**src/rtl/ucount_pkg.sv**
```systemverilog
// Definitions shared by the cascaded up/down counter blocks and their compare stage:
// the state encoding, the count widths and a composite-count helper.
package ucount_pkg;

  localparam int CNT_W  = 16;
  localparam int BYTE_W = 8;

  typedef enum logic [1:0] {
    ST_IDLE  = 2'b00,
    ST_ARMED = 2'b01,
    ST_PEND  = 2'b10
  } state_t;

  function automatic logic [CNT_W-1:0] compose_cnt(input logic [BYTE_W-1:0] hi,
                                                   input logic [BYTE_W-1:0] lo);
    return {hi, lo};
  endfunction

endpackage

```
**src/rtl/ucount_cmp16_if.sv**
```systemverilog
// Interface for the ucount_cmp16 compare stage. The master side drives the configuration,
// the control strobes and the counter taps. The slave side is the compare stage itself.
interface ucount_cmp16_if #(
  parameter int OVF_W = 4
);
  import ucount_pkg::*;

  logic              _cfg_wr;
  logic [CNT_W-1:0]  cfg_val;
  logic              arm;
  logic              disarm;
  logic              ack;
  logic [BYTE_W-1:0] dcount_high;
  logic [BYTE_W-1:0] dcount_low;
  logic              overflow_high;
  logic              match_irq;
  logic [CNT_W-1:0]  cap_val;
  logic              cfg_err;
  logic [OVF_W-1:0]  ovf_cnt;
  logic [1:0]        state;

  modport master (
    output _cfg_wr, cfg_val, arm, disarm, ack, dcount_high, dcount_low, overflow_high,
    input  match_irq, cap_val, cfg_err, ovf_cnt, state
  );

  modport slave (
    input  _cfg_wr, cfg_val, arm, disarm, ack, dcount_high, dcount_low, overflow_high,
    output match_irq, cap_val, cfg_err, ovf_cnt, state
  );

endinterface

```
**src/rtl/ucount_edge_sat.sv**
```systemverilog
// Rising-edge detector feeding a saturating event counter. A level held high counts once.
module ucount_edge_sat #(
  parameter int W = 4
) (
  input  logic         clk,
  input  logic         rst_n,
  input  logic         level,
  output logic [W-1:0] cnt
);

  logic         prev_q;
  logic [W-1:0] cnt_q;
  logic         rise;

  assign rise = level & ~prev_q;

  // NOTE: state registers use non-blocking assignments so every flop samples pre-edge values.
  always_ff @(posedge clk or negedge rst_n) begin
    if (!rst_n) begin
      prev_q <= 1'b0;
      cnt_q  <= '0;
    end else begin
      prev_q <= level;
      if (rise && (cnt_q != {W{1'b1}})) cnt_q <= cnt_q + 1'b1;
    end
  end

  assign cnt = cnt_q;

endmodule

```
**src/rtl/ucount_cmp16.sv**
```systemverilog
// Threshold compare, capture and interrupt stage for the cascaded 16-bit counter.
// Define UCOUNT_CMP_AUTORELOAD_EN to make ack in PEND re-arm the stage instead of idling it.
module ucount_cmp16
  import ucount_pkg::*;
#(
  parameter int               OVF_W   = 4,
  parameter logic [CNT_W-1:0] THR_RST = 16'hFFFF
) (
  input logic          clk,
  input logic          _areset,
  ucount_cmp16_if.slave bus
);

  state_t           state_q, state_d;
  logic [CNT_W-1:0] thr_q, thr_d;
  logic [CNT_W-1:0] cap_q, cap_d;
  logic             cfg_err_q, cfg_err_d;
  logic [CNT_W-1:0] cnt;
  logic             wr;
  logic             hit;
  logic [OVF_W-1:0] ovf_cnt;

  assign cnt = compose_cnt(bus.dcount_high, bus.dcount_low);
  assign wr  = ~bus._cfg_wr;
  assign hit = (cnt == thr_q);

  // NOTE: every output of this block gets a default first, so no path can infer a latch.
  always_comb begin
    state_d   = state_q;
    thr_d     = thr_q;
    cap_d     = cap_q;
    cfg_err_d = wr && (state_q != ST_IDLE);
    case (state_q)
      ST_IDLE: begin
        if (wr)      thr_d   = bus.cfg_val;
        if (bus.arm) state_d = ST_ARMED;
      end
      ST_ARMED: begin
        // A match outranks a disarm presented in the same cycle.
        if (hit) begin
          state_d = ST_PEND;
          cap_d   = cnt;
        end else if (bus.disarm) begin
          state_d = ST_IDLE;
        end
      end
      ST_PEND: begin
        if (bus.ack) begin
`ifdef UCOUNT_CMP_AUTORELOAD_EN
          state_d = bus.disarm ? ST_IDLE : ST_ARMED;
`else
          state_d = ST_IDLE;
`endif
        end
      end
      default: state_d = ST_IDLE;
    endcase
  end

  always_ff @(posedge clk or negedge _areset) begin
    if (!_areset) begin
      state_q   <= ST_IDLE;
      thr_q     <= THR_RST;
      cap_q     <= '0;
      cfg_err_q <= 1'b0;
    end else begin
      state_q   <= state_d;
      thr_q     <= thr_d;
      cap_q     <= cap_d;
      cfg_err_q <= cfg_err_d;
    end
  end

  ucount_edge_sat #(
    .W(OVF_W)
  ) u_ovf (
    .clk  (clk),
    .rst_n(_areset),
    .level(bus.overflow_high),
    .cnt  (ovf_cnt)
  );

  assign bus.match_irq = (state_q == ST_PEND);
  assign bus.cap_val   = cap_q;
  assign bus.cfg_err   = cfg_err_q;
  assign bus.ovf_cnt   = ovf_cnt;
  assign bus.state     = state_q;

endmodule

```
**src/flat_wrapper.sv**
```systemverilog
// flat-port wrapper written by rule: the top's interface ports become plain ports
module ucount_cmp16_flat import ucount_pkg::*;
#(
  parameter int               OVF_W   = 4,
  parameter logic [CNT_W-1:0] THR_RST = 16'hFFFF
)
  (clk, _areset, bus__cfg_wr, bus_cfg_val, bus_arm, bus_disarm, bus_ack, bus_dcount_high, bus_dcount_low, bus_overflow_high, bus_match_irq, bus_cap_val, bus_cfg_err, bus_ovf_cnt, bus_state);
  ucount_cmp16_if #(.OVF_W(OVF_W)) bus_i ();
  input logic clk;
  input logic _areset;
  input wire logic [$bits(bus_i._cfg_wr)-1:0] bus__cfg_wr;
  input wire logic [$bits(bus_i.cfg_val)-1:0] bus_cfg_val;
  input wire logic [$bits(bus_i.arm)-1:0] bus_arm;
  input wire logic [$bits(bus_i.disarm)-1:0] bus_disarm;
  input wire logic [$bits(bus_i.ack)-1:0] bus_ack;
  input wire logic [$bits(bus_i.dcount_high)-1:0] bus_dcount_high;
  input wire logic [$bits(bus_i.dcount_low)-1:0] bus_dcount_low;
  input wire logic [$bits(bus_i.overflow_high)-1:0] bus_overflow_high;
  output wire logic [$bits(bus_i.match_irq)-1:0] bus_match_irq;
  output wire logic [$bits(bus_i.cap_val)-1:0] bus_cap_val;
  output wire logic [$bits(bus_i.cfg_err)-1:0] bus_cfg_err;
  output wire logic [$bits(bus_i.ovf_cnt)-1:0] bus_ovf_cnt;
  output wire logic [$bits(bus_i.state)-1:0] bus_state;
  assign bus_i._cfg_wr = bus__cfg_wr;
  assign bus_i.cfg_val = bus_cfg_val;
  assign bus_i.arm = bus_arm;
  assign bus_i.disarm = bus_disarm;
  assign bus_i.ack = bus_ack;
  assign bus_i.dcount_high = bus_dcount_high;
  assign bus_i.dcount_low = bus_dcount_low;
  assign bus_i.overflow_high = bus_overflow_high;
  assign bus_match_irq = bus_i.match_irq;
  assign bus_cap_val = bus_i.cap_val;
  assign bus_cfg_err = bus_i.cfg_err;
  assign bus_ovf_cnt = bus_i.ovf_cnt;
  assign bus_state = bus_i.state;
  ucount_cmp16 #(.OVF_W(OVF_W), .THR_RST(THR_RST)) u_core (.clk(clk), ._areset(_areset), .bus(bus_i));
endmodule
```
**config.mk**
```make
export PLATFORM = sky130hd
export DESIGN_NAME = ucount_cmp16_flat
export DESIGN_NICKNAME = d
export VERILOG_FILES = /design/src/rtl/ucount_pkg.sv /design/src/rtl/ucount_cmp16_if.sv /design/src/rtl/ucount_edge_sat.sv /design/src/rtl/ucount_cmp16.sv /design/src/flat_wrapper.sv
export SDC_FILE = /design/constraint.sdc
export NUM_CORES = 1
export LEC_CHECK = 0
export CAP_MARGIN = 20
export CORE_ASPECT_RATIO = 2
export CORE_MARGIN = 4
export CORE_UTILIZATION = 30
export DETAILED_ROUTE_END_ITERATION = 8
export GPL_TIMING_DRIVEN = 0
export PLACE_DENSITY = 0.64
export SKIP_CTS_REPAIR_TIMING = 1
export SYNTH_ARGS = -nofsm -noshare
export SYNTH_HDL_FRONTEND = slang
export SYNTH_SLANG_ARGS = --single-unit
```
**constraint.sdc**
```tcl
create_clock -name clk -period 3.02 [get_ports clk]
set_input_delay 0.604 -clock clk [delete_from_list [all_inputs] [get_ports clk]]
set_output_delay 0.604 -clock clk [all_outputs]
set_load 0.02 [all_outputs]
```
==> flow_summary.ini <==
[global_routing]
overflow = 0
antenna_found_initial = 0
grt_max_degree = 41
grt_pass1_vias = 1410
grt_pass1_wl_mm = 6.982
track_usage = 0.1340

[yosys]
synthMuxAreaShare = 0.2316
synth_top_family_by_area = multiplexers
avgSynthCellArea_sq_um = 15.22
synthXorXnorAreaFrac = 0.09507
async_reset_ff_frac = 1.000
synth_seq_cells = 40
synthAdderAreaFrac = 0.007148
synth_cells = 115
ys_warn_count = 0
syn_nets = 155
synth_edf_count = 0
yosys.area_share.simple = 0.04718
ys_types = 22
synthFlopType = dfrtp_1
syn_area_sq_um = 1750
synth_compound_area_frac = 0.01072
yosysSeqAreaShare = 0.5833

[sta]
max_freq_ghz = 0.3832
hold_viol_final = 0
report.final.slew_viol_count = 0
tightest_slew_ns = 0.9212
fin_crit_sh = 0.8642
fin_tns_setup_ns = 0
setup-violations-final = 0
clock_skew_ns = 0.004485
rsz0062_at_grt = false
slew_headroom = 0.3812
min_period_ns = 2.610

[clocking]
cts.clk_slew.worst_paths_ns = 0.06
clockBufferDepth = 2
h-tree-depth = 2
clock_latency_ns = 0.28
numCtsBuffers = 5
cts-root-buf = clkbuf_16
clock_sinks = 40
tritoncts = yes

[final_layout]
area_growth_pct = 49.11
fillers = 533
drive_gt1_frac = 0.3297
diodes = 0
fin_util = 0.4572
nets = 224
multi_input_area_sq_um = 685.7
seq_area_sq_um = 1021

[run]
maxCapViolCount = 0

[drt]
dr.pass1.iters = 4
route.met2.wl_mm = 2.399
highest_layer = met4
drc = 0
via_count = 1148
met3_length_um = 290
first_iter_violations = 21
wl_met1_mm = 1.433
wl_per_cell_um = 16.95
drtAntennaViolNets = 0
drt_wl_total_mm = 4.169
viasPerCell = 4.667

[floorplanning]
fp.dieW_um = 62.01
ios = 63
start_util = 0.3066
die_h_um = 116.0
rows = 39
coreArea_sq_um = 5709
dieArea_sq_um = 7195

[worst_setup_path]
worst_setup_path_start_kind = input pin
crit_path_end_kind = register
critical_path.reg2reg.endpoint = u_core.bus.cap_val[11]
path_class = in2reg
rrSetupSlack_ns = 0.73
worst_ep_required_time_ns = 3.19
path_delay_family = simple AND/OR/NAND/NOR gates
crit_buf_inv = 3
r2r_cells = 7
critPathMaxStageDelay_ns = 0.43
reg2reg_from = u_core.thr_q[13]
critPathMaxFanout = 10
path_cells = clkdlybuf4s50_1, xor2_1, nor4_1, nand4_1, or3b_1, buf_6, buf_12, mux2_4
cp.arrival_ns = 2.78
crit_start = bus_dcount_high[5]
worst_path_max_delay_cell = clkdlybuf4s50_1

[min_path]
hp-class = in2async

[power]
p_leak_uw = 0.001140
powerDensity_nw_per_um2 = 636.4
peakVddDrop_mv = 0.6576

[status]
status = complete, no violations

[placed_design]
io_buffers = 62
gp_congestion = 0.7789
dp_hpwl_mm = 3.294
## worst register-to-register path, cell delays in order (launching register included)
cell and delay [ns]:
dfstp_2 0.53, xor2_1 0.07, nor4_1 0.37, nand4_1 0.19, or3b_1 0.42, buf_6 0.16, buf_12 0.15, mux2_4 0.30
## Yosys cell counts, drive strengths merged (2+ instances only)
| cell | count | area [sq um] |
|---|---|---|
| buf | 3 | 36.28 |
| dfrtp | 24 | 600.6 |
| dfstp | 16 | 420.4 |
| inv | 2 | 7.510 |
| mux2 | 33 | 405.4 |
| nand2b | 2 | 12.51 |
| nand4 | 2 | 12.51 |
| nor2 | 2 | 7.510 |
| nor4 | 4 | 25.02 |
| xnor2 | 2 | 17.52 |
| xor2 | 17 | 148.9 |
## through the flow
step	hold WS, ns	setup slack, ns	instance area, sq um	total power, uW	cells
after floorplan	0.3084	0.8268	1750	896.3	115
after global placement	0.4904	0.04290	2447	1060	238
after detailed placement	0.4964	0.03842	2442	1079	238
after CTS	0.4777	0.3298	2610	1688	246
after global routing	0.5219	0.2402	2610	1750	246
final	0.4522	0.4101	2610	1661	246
## layout make-up
cell class | instances | area share
well taps | 61 | 0.02924
clock buffers | 5 | 0.04794
repair buffers | 62 | 0.2359
plain buffers | 3 | 0.01390
inverters | 2 | 0.002876
flip-flops and latches | 40 | 0.3912
clock inverters | 3 | 0.01630
multi-input cells | 70 | 0.2627
## registers in the layout, summed over array words and instances, names as in the netlist
| register | cells |
|---|---|
| u_core.u_ovf.cnt | 4 |
| u_core.u_ovf.prev_q | 1 |
| u_core.bus.cfg_err | 1 |
| u_core.bus.state | 2 |
| u_core.thr_q | 16 |
| u_core.bus.cap_val | 16 |
## per-layer routing
metal / up-vias / GRT usage
met2: 42 / 0.2438
met1: 569 / 0.1398
met4: 0 / 0.03399
li1: 534 / -
met3: 3 / 0.04571
met5: - / 0
## placed cells by master, fill, tap and decap left out, types with 2 or more instances in the layout
cell             Yosys  routed
clkdlybuf4s50_1      0      61
mux2_2              24      24
dfrtp_1             24      24
xor2_1              17      17
dfstp_2             16      16
mux2_4               9       9
clkbuf_16            0       5
nor4_1               4       4
nand2b_1             2       2
inv_1                2       2
nor2_1               2       2
xnor2_1              2       2
nand4_1              2       2
buf_2                1       2
## how the worst max path moves through the flow
| stage | to | slack (ns) | cells after the start |
|---|---|---|---|
| after floorplan | u_core.bus.cap_val[10] | 0.83 | 7 |
| after global placement | u_core.bus.cap_val[7] | 0.04 | 8 |
| after detailed placement | u_core.bus.cap_val[11] | 0.04 | 8 |
| after CTS | u_core.bus.cap_val[11] | 0.33 | 8 |
| after global routing | u_core.bus.cap_val[11] | 0.24 | 8 |
| final | u_core.bus.cap_val[11] | 0.41 | 8 |
## logic make-up (layout without fill, tap and decap cells)
group	Yosys count	after routing
xor gates and xnor gates	19	19
buffers and inverters	5	75
and+or+nand+nor	14	14
adders and majority gates	1	1
DFF	40	40
AOI/OAI and AO/OA	3	3
muxes	33	33
## report_power, final
part,switching (uW),internal (uW)
clock network,210,388
registers,69.9,653
logic,147,194
(Power assumes the default switching activity.)
